## config.mk

```make
export PLATFORM = sky130hd
export DESIGN_NAME = uart_tx_fifo
export DESIGN_NICKNAME = d
export VERILOG_FILES = /design/src/rtl/uart_tx_fifo.sv
export SDC_FILE = /design/constraint.sdc
export NUM_CORES = 1
export LEC_CHECK = 0
export CAP_MARGIN = 20
export CORE_MARGIN = 2
export CORE_UTILIZATION = 41
export CTS_BUF_LIST = sky130_fd_sc_hd__clkbuf_16
export DETAILED_ROUTE_END_ITERATION = 10
export GPL_TIMING_DRIVEN = 0
export HOLD_SLACK_MARGIN = 0.08
export PLACE_DENSITY = 0.59
export SKIP_CTS_REPAIR_TIMING = 1
export SLEW_MARGIN = 20
export SYNTH_ARGS = -nofsm -noshare
export SYNTH_HDL_FRONTEND = slang
export SYNTH_SLANG_ARGS = --single-unit
```

## constraint.sdc

```tcl
create_clock -name clk -period 4 [get_ports clk]
set_input_delay 0.8 -clock clk [delete_from_list [all_inputs] [get_ports clk]]
set_output_delay 0.8 -clock clk [all_outputs]
set_load 0.03 [all_outputs]
```

## src/rtl/uart_tx_fifo.sv

```systemverilog
// rtl/uart_tx_fifo.sv - UART transmitter with TX FIFO and runtime frame format
// Frames are serialised back-to-back from the FIFO; config is snapshotted at each pop.
module uart_tx_fifo #(
  parameter int BAUD_RATE  = 115200,
  parameter int CLK_FREQ   = 50000000,
  parameter int FIFO_DEPTH = 16
) (
  input  logic                          clk,
  input  logic                          rst_n,
  input  logic                          cfg_we_i,
  input  logic [15:0]                   bit_period_i,
  input  logic [1:0]                    data_bits_i,
  input  logic [1:0]                    parity_i,
  input  logic                          stop2_i,
  input  logic                          wr_en_i,
  input  logic [7:0]                    wr_data_i,
  output logic                          full_o,
  output logic                          empty_o,
  output logic [$clog2(FIFO_DEPTH):0]   level_o,
  output logic                          overflow_o,
  output logic                          txd_o,
  output logic                          busy_o
);

  localparam int AW = $clog2(FIFO_DEPTH);
  localparam int LW = AW + 1;
  localparam logic [15:0] DEF_PERIOD = 16'(CLK_FREQ / BAUD_RATE - 1);

  typedef enum logic [2:0] {IDLE, START, DATA, PARITY, STOP} state_t;

  // configuration registers
  logic [15:0] cfg_period;
  logic [1:0]  cfg_bits;
  logic [1:0]  cfg_parity;
  logic        cfg_stop2;

  always_ff @(posedge clk) begin
    if (!rst_n) begin
      cfg_period <= DEF_PERIOD;
      cfg_bits   <= 2'b11;
      cfg_parity <= 2'b00;
      cfg_stop2  <= 1'b0;
    end else if (cfg_we_i) begin
      cfg_period <= bit_period_i;
      cfg_bits   <= data_bits_i;
      cfg_parity <= parity_i;
      cfg_stop2  <= stop2_i;
    end
  end

  // FIFO
  logic [7:0]    mem [FIFO_DEPTH];
  logic [AW-1:0] wr_ptr;
  logic [AW-1:0] rd_ptr;
  logic [LW-1:0] count;
  logic          full;
  logic          empty;
  logic          push;
  logic          pop;
  logic [7:0]    head;
  logic          overflow;

  assign full  = (count == LW'(FIFO_DEPTH));
  assign empty = (count == '0);
  assign push  = wr_en_i && !full;
  assign head  = mem[rd_ptr];

  always_ff @(posedge clk) begin
    if (push) mem[wr_ptr] <= wr_data_i;
  end

  always_ff @(posedge clk) begin
    if (!rst_n) begin
      wr_ptr   <= '0;
      rd_ptr   <= '0;
      count    <= '0;
      overflow <= 1'b0;
    end else begin
      overflow <= wr_en_i && full;
      if (push) wr_ptr <= wr_ptr + AW'(1);
      if (pop)  rd_ptr <= rd_ptr + AW'(1);
      case ({push, pop})
        2'b10:   count <= count + LW'(1);
        2'b01:   count <= count - LW'(1);
        default: count <= count;
      endcase
    end
  end

  // transmit FSM and datapath
  state_t      state, state_next;
  logic [15:0] cnt;
  logic [15:0] snap_period;
  logic [7:0]  shreg;
  logic [2:0]  bit_idx;
  logic [2:0]  last_idx;
  logic        par_en;
  logic        par_bit;
  logic        snap_stop2;
  logic        stop_second;
  logic        txd, txd_next;
  logic        bit_end;
  logic        shift;
  logic        stop_advance;
  logic [7:0]  data_mask;

  assign bit_end   = (cnt == 16'd0);
  assign data_mask = 8'hFF >> (2'd3 - cfg_bits);

  always_comb begin
    state_next   = state;
    txd_next     = txd;
    pop          = 1'b0;
    shift        = 1'b0;
    stop_advance = 1'b0;
    case (state)
      IDLE: begin
        txd_next = 1'b1;
        if (!empty) begin
          pop        = 1'b1;
          txd_next   = 1'b0;
          state_next = START;
        end
      end
      START: begin
        if (bit_end) begin
          txd_next   = shreg[0];
          state_next = DATA;
        end
      end
      DATA: begin
        if (bit_end) begin
          if (bit_idx == last_idx) begin
            txd_next   = par_en ? par_bit : 1'b1;
            state_next = par_en ? PARITY : STOP;
          end else begin
            shift    = 1'b1;
            txd_next = shreg[1];
          end
        end
      end
      PARITY: begin
        if (bit_end) begin
          txd_next   = 1'b1;
          state_next = STOP;
        end
      end
      STOP: begin
        if (bit_end) begin
          if (snap_stop2 && !stop_second) begin
            stop_advance = 1'b1;
          end else if (!empty) begin
            pop        = 1'b1;
            txd_next   = 1'b0;
            state_next = START;
          end else begin
            txd_next   = 1'b1;
            state_next = IDLE;
          end
        end
      end
      default: begin
        txd_next   = 1'b1;
        state_next = IDLE;
      end
    endcase
  end

  always_ff @(posedge clk) begin
    if (!rst_n) begin
      state <= IDLE;
      txd   <= 1'b1;
    end else begin
      state <= state_next;
      txd   <= txd_next;
    end
  end

  // a pop both starts the frame and captures the format used for its whole duration
  always_ff @(posedge clk) begin
    if (!rst_n) begin
      cnt         <= '0;
      snap_period <= '0;
      shreg       <= '0;
      bit_idx     <= '0;
      last_idx    <= '0;
      par_en      <= 1'b0;
      par_bit     <= 1'b0;
      snap_stop2  <= 1'b0;
      stop_second <= 1'b0;
    end else if (pop) begin
      cnt         <= cfg_period;
      snap_period <= cfg_period;
      shreg       <= head;
      bit_idx     <= '0;
      last_idx    <= 3'd4 + {1'b0, cfg_bits};
      par_en      <= (cfg_parity == 2'b01) || (cfg_parity == 2'b10);
      par_bit     <= (^(head & data_mask)) ^ (cfg_parity == 2'b10);
      snap_stop2  <= cfg_stop2;
      stop_second <= 1'b0;
    end else if (state != IDLE) begin
      cnt <= bit_end ? snap_period : cnt - 16'd1;
      if (shift) begin
        shreg   <= {1'b0, shreg[7:1]};
        bit_idx <= bit_idx + 3'd1;
      end
      if (stop_advance) stop_second <= 1'b1;
    end
  end

  assign full_o     = full;
  assign empty_o    = empty;
  assign level_o    = count;
  assign overflow_o = overflow;
  assign txd_o      = txd;
  assign busy_o     = (state != IDLE);

endmodule
```

Word level (Yosys, flattened, before mapping). Memory sizes are Yosys's and may differ from the RTL's. A register that Yosys moved wholly into a read port is not among the register bits. Index checks and enable logic that the tools add are counted. Widths: inputs -> output; s select.

Add/subtract/negate cells: 8. Equal/unequal tests: 17. Shift operators: 1. Mux-type cells: 40. Bitwise logic cells: 3. Reductions and logical operators: 20.

Operators with widths (count): $mux 16 (3); $mux 3 (8); $mux 8 (3); $mux 1 (20); $logic_not 16->1 (1); $sub 16x1->16 const B (1); $pmux 3 s5 (1); $ne 2x2->1 const B (7); $pmux 5 s2 (1); $add 4x1->4 const B (2); $and 8x8->8 (1); $mux 4 (2); $reduce_xor 8->1 (1); $shr 8x2->8 const A (1); $reduce_and 7->1 (1); $eq 3x2->1 const B (2); $reduce_and 2->1 (3); $reduce_bool 2->1 (3); $add 5x1->5 const B (1); $eq 5x5->1 const B (1); $logic_not 5->1 (1); $pmux 1 s5 (1); $reduce_and 5->1 (1); $sub 5x1->5 const B (1); 17 further kinds (22).

Register bits after elaboration: 89. RAM bits: 128. Output and inout bits: 10. Memories kept: 1.

Memory list: mem (words 16, width 8, read ports 1, clocked after Yosys merged registers in 1, wr ports 1, RTL line 52) `logic [7:0] mem [FIFO_DEPTH];`.

Logic depth before layout (Yosys ltp).
Word-level depth: 7. Mapped depth: 19.

Worst setup path after synthesis. No wires, ideal clock.

Path type: reg2reg. From: register cnt[10]. To: register count[4] (netlist: level_o[4]). Arrival time: 3.658 ns. Required time: 3.924 ns. Setup slack: 0.267 ns. Cell stages (with the launch flop): 18. Path buffers: 3. Period minus slack after synthesis: 3.733 ns. Cells stage by stage: dfxtp_1 -> or3_4 -> or4_4 -> o41ai_4 -> nand2_1 -> inv_1 -> buf_4 -> buf_4 -> ha_1 -> clkbuf_1 -> xor2_1 -> ha_1 -> o21ai_0 -> a21oi_1 -> a21oi_1 -> xor2_1 -> or3_1 -> a21boi_0.

Word-level cells in the longest chain between the ends: 5. Elaborated cells on any way between the ends: 7.

RTL lines: start: declaration (RTL line 92) `logic [15:0] cnt;`; start signal: assignment (RTL line 192) `cnt <= cfg_period;`; start signal: assignment (RTL line 202) `cnt <= bit_end ? snap_period : cnt - 16'd1;`; $logic_not 16->1 (*) (RTL line 107) `assign bit_end = (cnt == 16'd0);`; $mux 1 (*) (RTL line 149) `if (bit_end) begin`; $pmux 1 s2 (*) (RTL line 116) `case (state)`; net pop (RTL line 59) `logic pop;`; $eq 2x1->1 or $eq 2x2->1 (tied branches) (RTL line 82) `case ({push, pop})`; $pmux 5 s2 or $reduce_bool 2->1 (tied branches); end signal: assignment (RTL line 83) `2'b10: count <= count + LW'(1);`; end signal: assignment (RTL line 84) `2'b01: count <= count - LW'(1);`; end signal: assignment (RTL line 85) `default: count <= count;`; end: declaration (RTL line 55) `logic [LW-1:0] count;`.

The timed path passes the listed nets; every way through them passes the cells marked *. A chain may end at the register's enable or synchronous reset.

Final worst setup path.
From: register cnt[10]. To: register count[4] (netlist: level_o[4]).

Word-level cells in the longest chain between the ends: 5. Elaborated cells on any way between the ends: 7.

RTL lines (RTL line): $logic_not 16->1 (*) (107); $mux 1 (*) (149); $pmux 1 s2 (*) (116); $eq 2x1->1 or $eq 2x2->1 (tied branches) (82); $pmux 5 s2 or $reduce_bool 2->1 (tied branches).

Mark *: on every way between the ends. The rest lies on a longest branch, timed or not.

==> summary.md <==
| Metric | Value |
|---|---|
| Initial antenna violation count | 0 |
| GPL Wtd Cong | around 0.86 |
| Cell variety after synth | 54 |
| Ports | 43 |
| Post-route worst setup slack | between 0.3 and 0.4 ns |
| Via Count | between 6000 and 7000 |
| Maximum clock insertion buffer count | 3 |
| Vias in the first global route | between 6000 and 7000 |
| Die Area | around 0.024 sq mm |
| WP depth | 16 |
| Class of the worst hold path | flip-flop to flip-flop |
| Max Cap Violations | 0 |
| LEAKAGE | around 3.8 nW |
| Synth Instances | about 750 |
| Synth Flop Type | edfxtp_1 |
| RSZ-0062 raised after global routing | false |
| Share of layout cells above drive strength 1 | between 10% and 20% |
| CTS sink cnt | roughly 220 |
| Via density | between 5 and 6 |
| Setup crit start | cnt[10] |
| Die W | 155 um |
| Final Hold Fails | 0 |
| Skew final | 0.0235 ns |
| Worst slew pin tran | 0.961 ns |
| Die Span Y | around 160 um |
| Peak VDD IR | around 0.38 mV |
| Worst r2r src | cnt[10] |
| Synth Register Bits | 221 |
| Worst hold start | snap_period[11] |
| Post-place setup slack | -0.163 ns |
| CP cell instances | or3_4 -> or4_4 -> o41ai_4 -> nand2_1 -> inv_1 -> buf_12 -> ha_1 -> clkbuf_4 -> xor2_1 -> ha_1 -> o21ai_0 -> a21oi_1 -> a21oi_1 -> xor2_1 -> or3_1 -> a21boi_0 |
| Synthesized cell area | approximately 0.0094 sq mm |
| Number of synthesized flops with an enable pin | 128 |
| Max Fanout on Critical Path | 20 |
| Total gr overflow | 0 |
| Hold slack | roughly 0.47 ns |
| Final worst path period need | 3.68 ns |
| CTS root buffer | clkbuf_16 |
| Routed WL | 22.0 mm |
| Drt initial violations | 397 |
| Post-Synth XOR/XNOR Area | under 10% |
| Synth async-reset ratio | 0% |
| Largest net degree at the start of global routing | 17 |
| Synth Area in Compound Gates | under 10% |
| Max-slew violation count | 0 |
| Critical setup path kind | flip-flop to flip-flop |
| CTS H-tree depth | 1 |
| Sequential fraction of the synthesis area | 60.7% |
| Initial Util | 41.7% |
| Area contributors post-synth | edfxtp_1 41%, dfxtp_1 20%, mux4_2 7.9%, nand2_1 3.8%, mux2i_1 2.4% |
| Top Family by Delay on Critical Path | simple AND/OR/NAND/NOR gates |
| Startpoint class of the critical path | flip-flop |
| DRC | 0 |
| Fmax | roughly 0.27 GHz |
| Cell taking the most area after synthesis | edfxtp_1 |
| Slowest stage delay, CP | 0.52 ns |
| HPWL Detailed | about 15 mm |
| Utilization after layout | around half |
| Post-synthesis adder-cell area fraction | 1.60% |
| TritonCTS clock tree | yes |
| IO buf count | 40 |
| Area share of the largest cell type after synthesis | 40.9% |
| Mux contribution to synthesized area | between 10% and 20% |
| Worst EP arrival | 4.12 ns |
| Final setup viols | 0 |
| CP Buf/Inv Count | 3 |
| Max-slew headroom | between 30 and 40% |
| Ant diodes | 0 |
| Nets | about 860 |
| Final ANT Viol Nets | 0 |
| Final period utilization | 92.0% |
| WHS Path Cells | 2 |
| Clock transition at the registers of the reported paths | around 0.060 ns |
| Synthesized Nets | 792 |
| Syn_area_per_cell | 12.6 sq um |
| Detailed Routing Iterations Pass 1 | 5 |
| Simple-Gate Fraction of Synth Area | 11.5% |
| CP endpoint kind | flip-flop |
| Total GRT Usage | 18.5% |
| Core area | about 0.023 sq mm |
| R2r worst-path depth | 16 |
| WP data required | about 4.4 ns |
| First-pass GRT wire length | ~35 mm |
| Ys Warns | 0 |
| Clk Latency, worst-skew pair | about 0.52 ns |
| Fin Setup TNS | 0 ns |
| Outcome | completed |
| Pwr/cell area | around 730 mW/mm^2 |
| Routed wire per std cell | approximately 20 um |
| CTS Buf Count | 24 |
| P&R area growth vs syn | 16.5% |
| CP max stage cell | or4_4 |
| Total power | between 0.007 and 0.008 W |
| # rows | between 50 and 60 |
| Largest family of logic cells by synthesized area | simple AND/OR/NAND/NOR gates |
## cell families after synthesis
logic type,after synthesis
mux,56
fa+ha+maj,12
flops,221
simple gates,226
buf+inv,64
compound gates,133
xor+xnor,35
## worst reg2reg max path, cell delays in order (launching register included)
cell	delay [ns]
dfxtp_1	0.35
or3_4	0.39
or4_4	0.52
o41ai_4	0.25
nand2_1	0.11
inv_1	0.13
buf_12	0.17
ha_1	0.18
clkbuf_4	0.19
xor2_1	0.16
ha_1	0.21
o21ai_0	0.10
a21oi_1	0.17
a21oi_1	0.09
xor2_1	0.15
or3_1	0.30
a21boi_0	0.15
## power breakdown
| part | switching (W) | internal, W |
|---|---|---|
| clock network | 0.000876 | 0.00122 |
| logic | 0.00179 | 0.00123 |
| registers | 0.000193 | 0.00268 |
## Yosys cell counts, types with 4 or more instances
| cell | instances |
|---|---|
| clkbuf_1 | 30 |
| a21boi_0 | 29 |
| nor2_1 | 33 |
| buf_2 | 9 |
| mux2i_1 | 23 |
| nand4_1 | 4 |
| a22oi_1 | 14 |
| inv_1 | 17 |
| dfxtp_1 | 93 |
| a21oi_1 | 20 |
| nand3_1 | 18 |
| xor2_1 | 9 |
| buf_4 | 5 |
| xnor2_1 | 25 |
| and2_1 | 12 |
| nand2b_1 | 6 |
| nor2b_1 | 24 |
| a31oi_1 | 15 |
| nor4_1 | 4 |
| or3_1 | 9 |
| mux4_2 | 33 |
| edfxtp_1 | 128 |
| nand2_1 | 96 |
| ha_1 | 12 |
| o21ai_0 | 32 |
| nor3_1 | 8 |
## worst paths after layout
kind | slack (ns) | endpoint
worst max-delay path | 0.32 | level_o[4]
worst min-delay path | 0.47 | snap_period[11]
worst max register to register | 0.32 | level_o[4]
worst min register to register | 0.47 | snap_period[11]
## registers in the layout (all words and copies together), names as in the netlist, 2 cells and up, named ones only
name / count
bit_idx: 3
cfg_bits: 2
cfg_parity: 2
cfg_period: 16
cnt: 16
last_idx: 3
level_o: 5
mem: 128
rd_ptr: 4
shreg: 8
snap_period: 16
state: 3
wr_ptr: 4
## stage by stage
stage / area [sq um] / cells
after floorplan: 9400 / 747
after global placement: 10200 / 1072
after detailed placement: 10200 / 1072
after CTS: 10900 / 1115
after global routing: 11000 / 1115
final: 11000 / 1115
## cell usage in the layout, fill, tap and decap left out, types with 6 or more instances in the layout
| cell | count |
|---|---|
| inv_1 | 22 |
| nand3_1 | 18 |
| nor2b_1 | 24 |
| and2_1 | 12 |
| xnor2_1 | 25 |
| ha_1 | 12 |
| edfxtp_1 | 128 |
| a21boi_0 | 29 |
| dfxtp_1 | 93 |
| nor2_1 | 33 |
| a22oi_1 | 14 |
| a21oi_1 | 20 |
| mux4_2 | 33 |
| nand2_1 | 96 |
| xor2_1 | 9 |
| buf_2 | 9 |
| or3_1 | 9 |
| clkbuf_1 | 29 |
| clkdlybuf4s50_1 | 40 |
| clkbuf_16 | 24 |
| a31oi_1 | 15 |
| mux2i_1 | 23 |
| o21ai_0 | 32 |
| nand2b_1 | 6 |
## layer usage
metal	vias up	global-route usage, %	part of all wire [%]
met5	-	0	0
met4	0	4.33	2.3
met3	38	2.90	5.5
met2	181	33.3	51
met1	2974	23.4	41
li1	2881	-	-
## area by class of cell
class	instances	area, sq um
Fill cell	2026	11600
Sequential cell	221	5710
Multi-Input combinational cell	462	3460
Clock buffer	24	601
Timing Repair Buffer	41	408
Tap cell	285	357
Buffer	46	215
Clock inverter	19	146
Inverter	17	63.8
(Power assumes the default switching activity.)
